**config.mk**
```make
export PLATFORM = sky130hd
export DESIGN_NAME = coin_start_seq
export DESIGN_NICKNAME = d
export VERILOG_FILES = /design/src/rtl/pooyan_pkg.sv /design/src/rtl/rise_detect.sv /design/src/rtl/coin_start_seq.sv
export SDC_FILE = /design/constraint.sdc
export NUM_CORES = 1
export LEC_CHECK = 0
export CORE_AREA = 2 2 76 49
export CTS_BUF_LIST = sky130_fd_sc_hd__clkbuf_16
export DETAILED_ROUTE_END_ITERATION = 10
export DIE_AREA = 0 0 78 51
export PLACE_DENSITY = 0.77
export SYNTH_ARGS = -nofsm -noshare
export SYNTH_HDL_FRONTEND = slang
export SYNTH_SLANG_ARGS = --single-unit
```
**constraint.sdc**
```tcl
create_clock -name i_clk_sys -period 6 [get_ports i_clk_sys]
set_input_delay 1.8 -clock i_clk_sys [delete_from_list [all_inputs] [get_ports i_clk_sys]]
set_output_delay 1.8 -clock i_clk_sys [all_outputs]
set_load 0.01 [all_outputs]
```
**src/rtl/pooyan_pkg.sv**
```systemverilog
// Shared FSM state encoding and default frame timings for the coin/start
// sequencer.
package pooyan_pkg;

    typedef logic [2:0] state_t;

    localparam state_t S_IDLE  = 3'd0;
    localparam state_t S_COIN  = 3'd1;
    localparam state_t S_GAP   = 3'd2;
    localparam state_t S_START = 3'd3;
    localparam state_t S_HOLD  = 3'd4;

    localparam int DEF_COIN_FRAMES  = 4;
    localparam int DEF_GAP_FRAMES   = 8;
    localparam int DEF_START_FRAMES = 4;
    localparam int DEF_HOLD_FRAMES  = 30;
    localparam int DEF_P2_COINS     = 2;

    function automatic int max_of(input int a, input int b);
        return (a > b) ? a : b;
    endfunction

endpackage

```
**src/rtl/rise_detect.sv**
```systemverilog
// Registered 0->1 edge detector: one-cycle pulse the cycle after the input
// is first seen high.
module rise_detect (
    input  logic i_clk,
    input  logic i_reset,
    input  logic i_d,
    output logic o_rise
);

    logic r_prev;
    logic r_rise;

    always_ff @(posedge i_clk) begin
        if (i_reset) begin
            r_prev <= 1'b0;
            r_rise <= 1'b0;
        end else begin
            r_prev <= i_d;
            r_rise <= i_d & ~r_prev;
        end
    end

    assign o_rise = r_rise;

endmodule

```
**src/rtl/coin_start_seq.sv**
```systemverilog
// Frame-timed coin insert / start press sequencer driving an arcade game core
// on behalf of 1-player and 2-player start requests.
module coin_start_seq
    import pooyan_pkg::*;
#(
    parameter int COIN_FRAMES  = DEF_COIN_FRAMES,
    parameter int GAP_FRAMES   = DEF_GAP_FRAMES,
    parameter int START_FRAMES = DEF_START_FRAMES,
    parameter int HOLD_FRAMES  = DEF_HOLD_FRAMES,
    parameter int P2_COINS     = DEF_P2_COINS
) (
    input  logic       i_clk_sys,
    input  logic       i_reset,
    input  logic       i_vblank,
    input  logic       i_req_start1,
    input  logic       i_req_start2,
    output logic       o_coin1,
    output logic       o_start1,
    output logic       o_start2,
    output logic       o_busy,
    output logic [7:0] o_coins_issued
);

    localparam int MAX_FRAMES = max_of(max_of(COIN_FRAMES, GAP_FRAMES),
                                       max_of(START_FRAMES, HOLD_FRAMES));
    localparam int FW = (MAX_FRAMES > 1) ? $clog2(MAX_FRAMES) : 1;

    logic          w_tick;
    logic          w_req1_rise;
    logic          w_req2_rise;

    state_t        r_state,       w_state_d;
    logic [FW-1:0] r_frame_cnt,   w_frame_cnt_d;
    logic [FW-1:0] w_limit;
    logic          w_last_frame;
    logic          r_pend1,       w_pend1_d;
    logic          r_pend2,       w_pend2_d;
    logic          r_p2,          w_p2_d;
    logic [7:0]    r_coin_sent,   w_coin_sent_d;
    logic [7:0]    r_coin_target, w_coin_target_d;
    logic [7:0]    r_coins,       w_coins_d;
    logic          w_take1;
    logic          w_take2;

    rise_detect u_vblank_rise (
        .i_clk   (i_clk_sys),
        .i_reset (i_reset),
        .i_d     (i_vblank),
        .o_rise  (w_tick)
    );

    rise_detect u_req1_rise (
        .i_clk   (i_clk_sys),
        .i_reset (i_reset),
        .i_d     (i_req_start1),
        .o_rise  (w_req1_rise)
    );

    rise_detect u_req2_rise (
        .i_clk   (i_clk_sys),
        .i_reset (i_reset),
        .i_d     (i_req_start2),
        .o_rise  (w_req2_rise)
    );

    always_comb begin
        case (r_state)
            S_COIN:  w_limit = FW'(COIN_FRAMES - 1);
            S_GAP:   w_limit = FW'(GAP_FRAMES - 1);
            S_START: w_limit = FW'(START_FRAMES - 1);
            S_HOLD:  w_limit = FW'(HOLD_FRAMES - 1);
            default: w_limit = '0;
        endcase
    end

    assign w_last_frame = w_tick && (r_frame_cnt == w_limit);

    always_comb begin
        w_state_d       = r_state;
        w_frame_cnt_d   = r_frame_cnt;
        w_p2_d          = r_p2;
        w_coin_sent_d   = r_coin_sent;
        w_coin_target_d = r_coin_target;
        w_coins_d       = r_coins;
        w_take1         = 1'b0;
        w_take2         = 1'b0;

        // Counter restarts on every state exit so each state sees a fresh count.
        if (w_tick && r_state != S_IDLE) begin
            w_frame_cnt_d = w_last_frame ? '0 : r_frame_cnt + 1'b1;
        end

        case (r_state)
            S_IDLE: begin
                w_frame_cnt_d = '0;
                w_coin_sent_d = '0;
                if (r_pend1) begin
                    w_take1         = 1'b1;
                    w_p2_d          = 1'b0;
                    w_coin_target_d = 8'd1;
                    w_state_d       = S_COIN;
                end else if (r_pend2) begin
                    w_take2         = 1'b1;
                    w_p2_d          = 1'b1;
                    w_coin_target_d = 8'(P2_COINS);
                    w_state_d       = S_COIN;
                end
            end
            S_COIN: begin
                if (w_last_frame) begin
                    w_coin_sent_d = r_coin_sent + 8'd1;
                    w_coins_d     = r_coins + 8'd1;
                    w_state_d     = S_GAP;
                end
            end
            S_GAP: begin
                if (w_last_frame) begin
                    w_state_d = (r_coin_sent < r_coin_target) ? S_COIN : S_START;
                end
            end
            S_START: begin
                if (w_last_frame) w_state_d = S_HOLD;
            end
            S_HOLD: begin
                if (w_last_frame) w_state_d = S_IDLE;
            end
            default: w_state_d = S_IDLE;
        endcase

        w_pend1_d = w_take1 ? 1'b0 : (r_pend1 | w_req1_rise);
        w_pend2_d = w_take2 ? 1'b0 : (r_pend2 | w_req2_rise);
    end

    always_ff @(posedge i_clk_sys) begin
        if (i_reset) begin
            r_state       <= S_IDLE;
            r_frame_cnt   <= '0;
            r_pend1       <= 1'b0;
            r_pend2       <= 1'b0;
            r_p2          <= 1'b0;
            r_coin_sent   <= '0;
            r_coin_target <= '0;
            r_coins       <= '0;
        end else begin
            r_state       <= w_state_d;
            r_frame_cnt   <= w_frame_cnt_d;
            r_pend1       <= w_pend1_d;
            r_pend2       <= w_pend2_d;
            r_p2          <= w_p2_d;
            r_coin_sent   <= w_coin_sent_d;
            r_coin_target <= w_coin_target_d;
            r_coins       <= w_coins_d;
        end
    end

    assign o_coin1        = (r_state == S_COIN);
    assign o_start1       = (r_state == S_START) && !r_p2;
    assign o_start2       = (r_state == S_START) && r_p2;
    assign o_busy         = (r_state != S_IDLE);
    assign o_coins_issued = r_coins;

endmodule
```
==> flow_summary.json <==
{
  "status": "completed",
  "sequentialPowerShare_pct": 44.7,
  "io_pins": 17,
  "path_delay_family": "flip-flops",
  "yosys_register_bits": 34,
  "cts_max_level": 2,
  "grt_max_degree": 25,
  "place_area_sq_um": 1930,
  "r2r-start": "r_state[1]$_SDFFE_PP0P_",
  "routabilityCongestion": 0.802,
  "p_per_area_nw_per_um2": 262,
  "ant_nets": 0,
  "final_core_util_pct": 60.4,
  "rsz0062_at_grt": "no",
  "critPathKind": "reg -> out",
  "max_stage_delay_ps": 660,
  "setup_viol": 0,
  "remaining_drc_errors": 0,
  "cp_max_fo": 15,
  "netlist_area_sq_um": 1740,
  "drtIter0Drc": 146,
  "tightest_slew_ps": 822,
  "p_total_mw": 0.539,
  "synth_cell_types": 51,
  "layout.cells.non_filler": 256,
  "wl_um": 4000,
  "post-route-period-util_pct": 63.5,
  "netlist_instances": 194,
  "sw_frac_of_total_pct": 25.0,
  "antenna_found_initial": 0,
  "hold_viol_final": 0,
  "reg2reg_slack_ps": 3500,
  "core_sq_um": 3400,
  "synth_top_cell_by_area": "dfxtp_1",
  "groute.usage.overall_pct": 22.0,
  "p_sw_mw": 0.135,
  "reg2reg_depth": 7,
  "root_buffer": "clkbuf_16",
  "ir_drop_uv": 161,
  "post_cts_buffers": 0,
  "dp_worst_setup_slack_ps": 1990,
  "internal_power_mw": 0.404,
  "p_comb_share_pct": 12.4,
  "min_period_ps": 3810,
  "diodes": 0,
  "setup_tns_ps": 0,
  "wl_per_cell_um": 15.6,
  "crit_path_start_kind": "flop",
  "synth.top_cell.area_share_pct": 39.1,
  "drtPass1Iterations": 4,
  "maxSlewHeadroom_pct": 45.0,
  "clk_path_buf_depth": 2,
  "rows": 17,
  "cts.clk_slew.worst_paths_ps": 50,
  "endpoint_kind": "primary output",
  "synth_warnings": 0,
  "cp.arrival_ps": 2010,
  "dp.cells": 250,
  "hold_depth": 1,
  "overflow": 0,
  "clock_latency_ps": 270,
  "ys_top_cells_by_area": "dfxtp_1 (39%), nor2_1 (3.9%), o41ai_1 (3.5%), a21oi_1 (3.2%), ha_1 (2.9%)",
  "ys_seq_area_share_pct": 39.1,
  "slew_viol_final": 0,
  "dp_hpwl_um": 2780,
  "max_cap_violations": 0,
  "r2r-end": "o_coins_issued[3]$_SDFFE_PP0P_",
  "post_cts_resized": 0,
  "die_y_um": 51,
  "syn_area_per_cell_sq_um": 8.98,
  "hold_class": "reg -> reg",
  "worst_hold_path.endpoint": "u_vblank_rise.o_rise$_SDFF_PP0_",
  "cts.sink_count": 34,
  "finalHoldWorstSlack_ps": 378,
  "vias_per_cell": 6.13,
  "cp_num_cells": 2,
  "area_growth_syn_to_layout_pct": 17.9,
  "crit_required_ps": 4200,
  "syn-num-nets": 203,
  "cts_tree": "built",
  "grt_pass1_vias": 1547,
  "initial_utilization_pct": 51.2,
  "skew_ps": 2.78,
  "drive_gt1_share_pct": 8.61,
  "grt_pass1_wl_um": 6880,
  "slowest_stage": "dfxtp_1",
  "p_leak_nw": 0.716,
  "die_w_um": 78,
  "min-delay-start": "u_vblank_rise.r_prev$_SDFF_PP0_",
  "final_cell_area_sq_um": 2060,
  "power.share.clock_pct": 42.9,
  "cp-startpoint": "r_state[0]$_SDFFE_PP0P_",
  "max_freq_mhz": 263,
  "die_area_sq_um": 3980,
  "path_cells": "nor3b_4 -> clkdlybuf4s50_1",
  "holdBufCountCts": 0,
  "vias": 1570,
  "path_buf_inv": 1,
  "cts_inserted_buffers": 5,
  "nets": 219,
  "port_buffers": 16,
  "setup_slack_ps": 2190
}
==> cells in the final DEF (no fill, tap or decap), drive strengths merged, types with 2 or more instances in the layout <==
| master | synthesis | final |
|---|---|---|
| nand3 | 6 | 6 |
| xor2 | 4 | 4 |
| clkbuf | 3 | 5 |
| o22ai | 2 | 2 |
| o211ai | 2 | 2 |
| and3 | 2 | 2 |
| nand3b | 3 | 3 |
| nand4 | 4 | 4 |
| nand2b | 2 | 2 |
| o31ai | 4 | 4 |
| o22a | 2 | 2 |
| mux2i | 4 | 4 |
| o21ai | 3 | 3 |
| a211oi | 4 | 4 |
| dfxtp | 34 | 34 |
| nor2 | 19 | 19 |
| nor3b | 3 | 3 |
| ha | 4 | 4 |
| nand4b | 5 | 5 |
| a31oi | 2 | 2 |
| inv | 4 | 4 |
| and2 | 2 | 2 |
| nor3 | 8 | 8 |
| clkdlybuf4s50 | 0 | 16 |
| a21oi | 12 | 12 |
| mux2 | 2 | 2 |
| or3 | 5 | 5 |
| clkinv | 1 | 2 |
| or2 | 2 | 2 |
| nand2 | 13 | 13 |
| o41ai | 7 | 7 |
| o311ai | 2 | 2 |
| or4 | 3 | 3 |
| nor2b | 8 | 8 |
==> sequential cells by signal, summed over array words and instances, names as in the netlist <==
signal,count
o_coins_issued,8
r_state,3
r_coin_sent,8
r_frame_cnt,5
r_coin_target,2
u_req1_rise.r_prev,1
u_vblank_rise.o_rise,1
r_pend1,1
r_pend2,1
u_req2_rise.r_prev,1
u_vblank_rise.r_prev,1
u_req2_rise.o_rise,1
u_req1_rise.o_rise,1
==> cell usage after synthesis (all sizes together) <==
cell / n
nand2b: 2
nor2b: 8
o311ai: 2
o22ai: 2
o22a: 2
or4: 3
o211ai: 2
nand3: 6
o41ai: 7
and2: 2
a21oi: 12
clkbuf: 3
nand3b: 3
nand2: 13
or2: 2
and3: 2
o31ai: 4
a221oi: 1
nor2: 19
dfxtp: 34
a22oi: 1
a22o: 1
inv: 4
xor2: 4
a211oi: 4
nand4: 4
mux2i: 4
o2bb2ai: 1
nor4: 1
or3: 5
nor3b: 3
nor3: 8
ha: 4
clkinv: 1
o211a: 1
buf: 5
a31oi: 2
or4b: 1
nand4b: 5
a31o: 1
o21ai: 3
mux2: 2
==> power groups by stage <==
stage | clock [mW] | combinational (mW) | sequential [mW]
floorplan | 0 | 0.0493 | 0.241
global placement | 0 | 0.0623 | 0.245
detailed placement | 0 | 0.0655 | 0.245
CTS | 0.234 | 0.0660 | 0.241
global route | 0.244 | 0.0727 | 0.242
finish | 0.231 | 0.0666 | 0.241
==> logic make-up after synthesis <==
family                     count (synthesis)  synth area share [%]
DFF                                       34                  39.1
adders and majority gates                  4                  2.87
muxes                                      6                  3.59
buffers and inverters                     13                  3.52
AOI/OAI and AO/OA                         46                  19.3
and+or+nand+nor                           87                  29.6
xor gates and xnor gates                   4                  2.01
==> layer usage <==
layer / GRT usage, % / vias up / wire, um / share of wire, %
met2: 34.2 / 62 / 1760 / 44
met4: 7.89 / 0 / 66 / 1.7
met3: 7.60 / 9 / 272 / 6.8
li1: - / 766 / - / -
met5: 0 / - / 0 / 0
met1: 28.6 / 733 / 1890 / 47
==> area by class of cell <==
| class | instances | area, sq um |
|---|---|---|
| fill | 311 | 1350 |
| multi-input combinational | 147 | 1000 |
| sequential | 34 | 681 |
| tap | 47 | 58.8 |
| clock buffer | 5 | 125 |
| timing repair buffer | 17 | 168 |
| inverter | 5 | 18.8 |
| clock inverter | 1 | 3.75 |
==> how the worst max path moves through the flow <==
stage                                   to  slack [ps]
2_1_floorplan                     o_start1        3310
3_5_place_dp   r_coin_sent[0]$_SDFFE_PP0P_        1990
6_report                           o_coin1        2190
5_1_grt                            o_coin1        2100
4_1_cts                            o_coin1        2220
3_3_place_gp   r_coin_sent[0]$_SDFFE_PP0P_        2100
==> worst register-to-register path: stages, from the launching register on <==
cell	delay (ps)
dfxtp_1	450
nor3_2	530
inv_2	200
a21oi_1	220
o22ai_1	100
buf_4	230
or4_1	530
a21oi_1	150
Power figures use the tool's default switching activity.
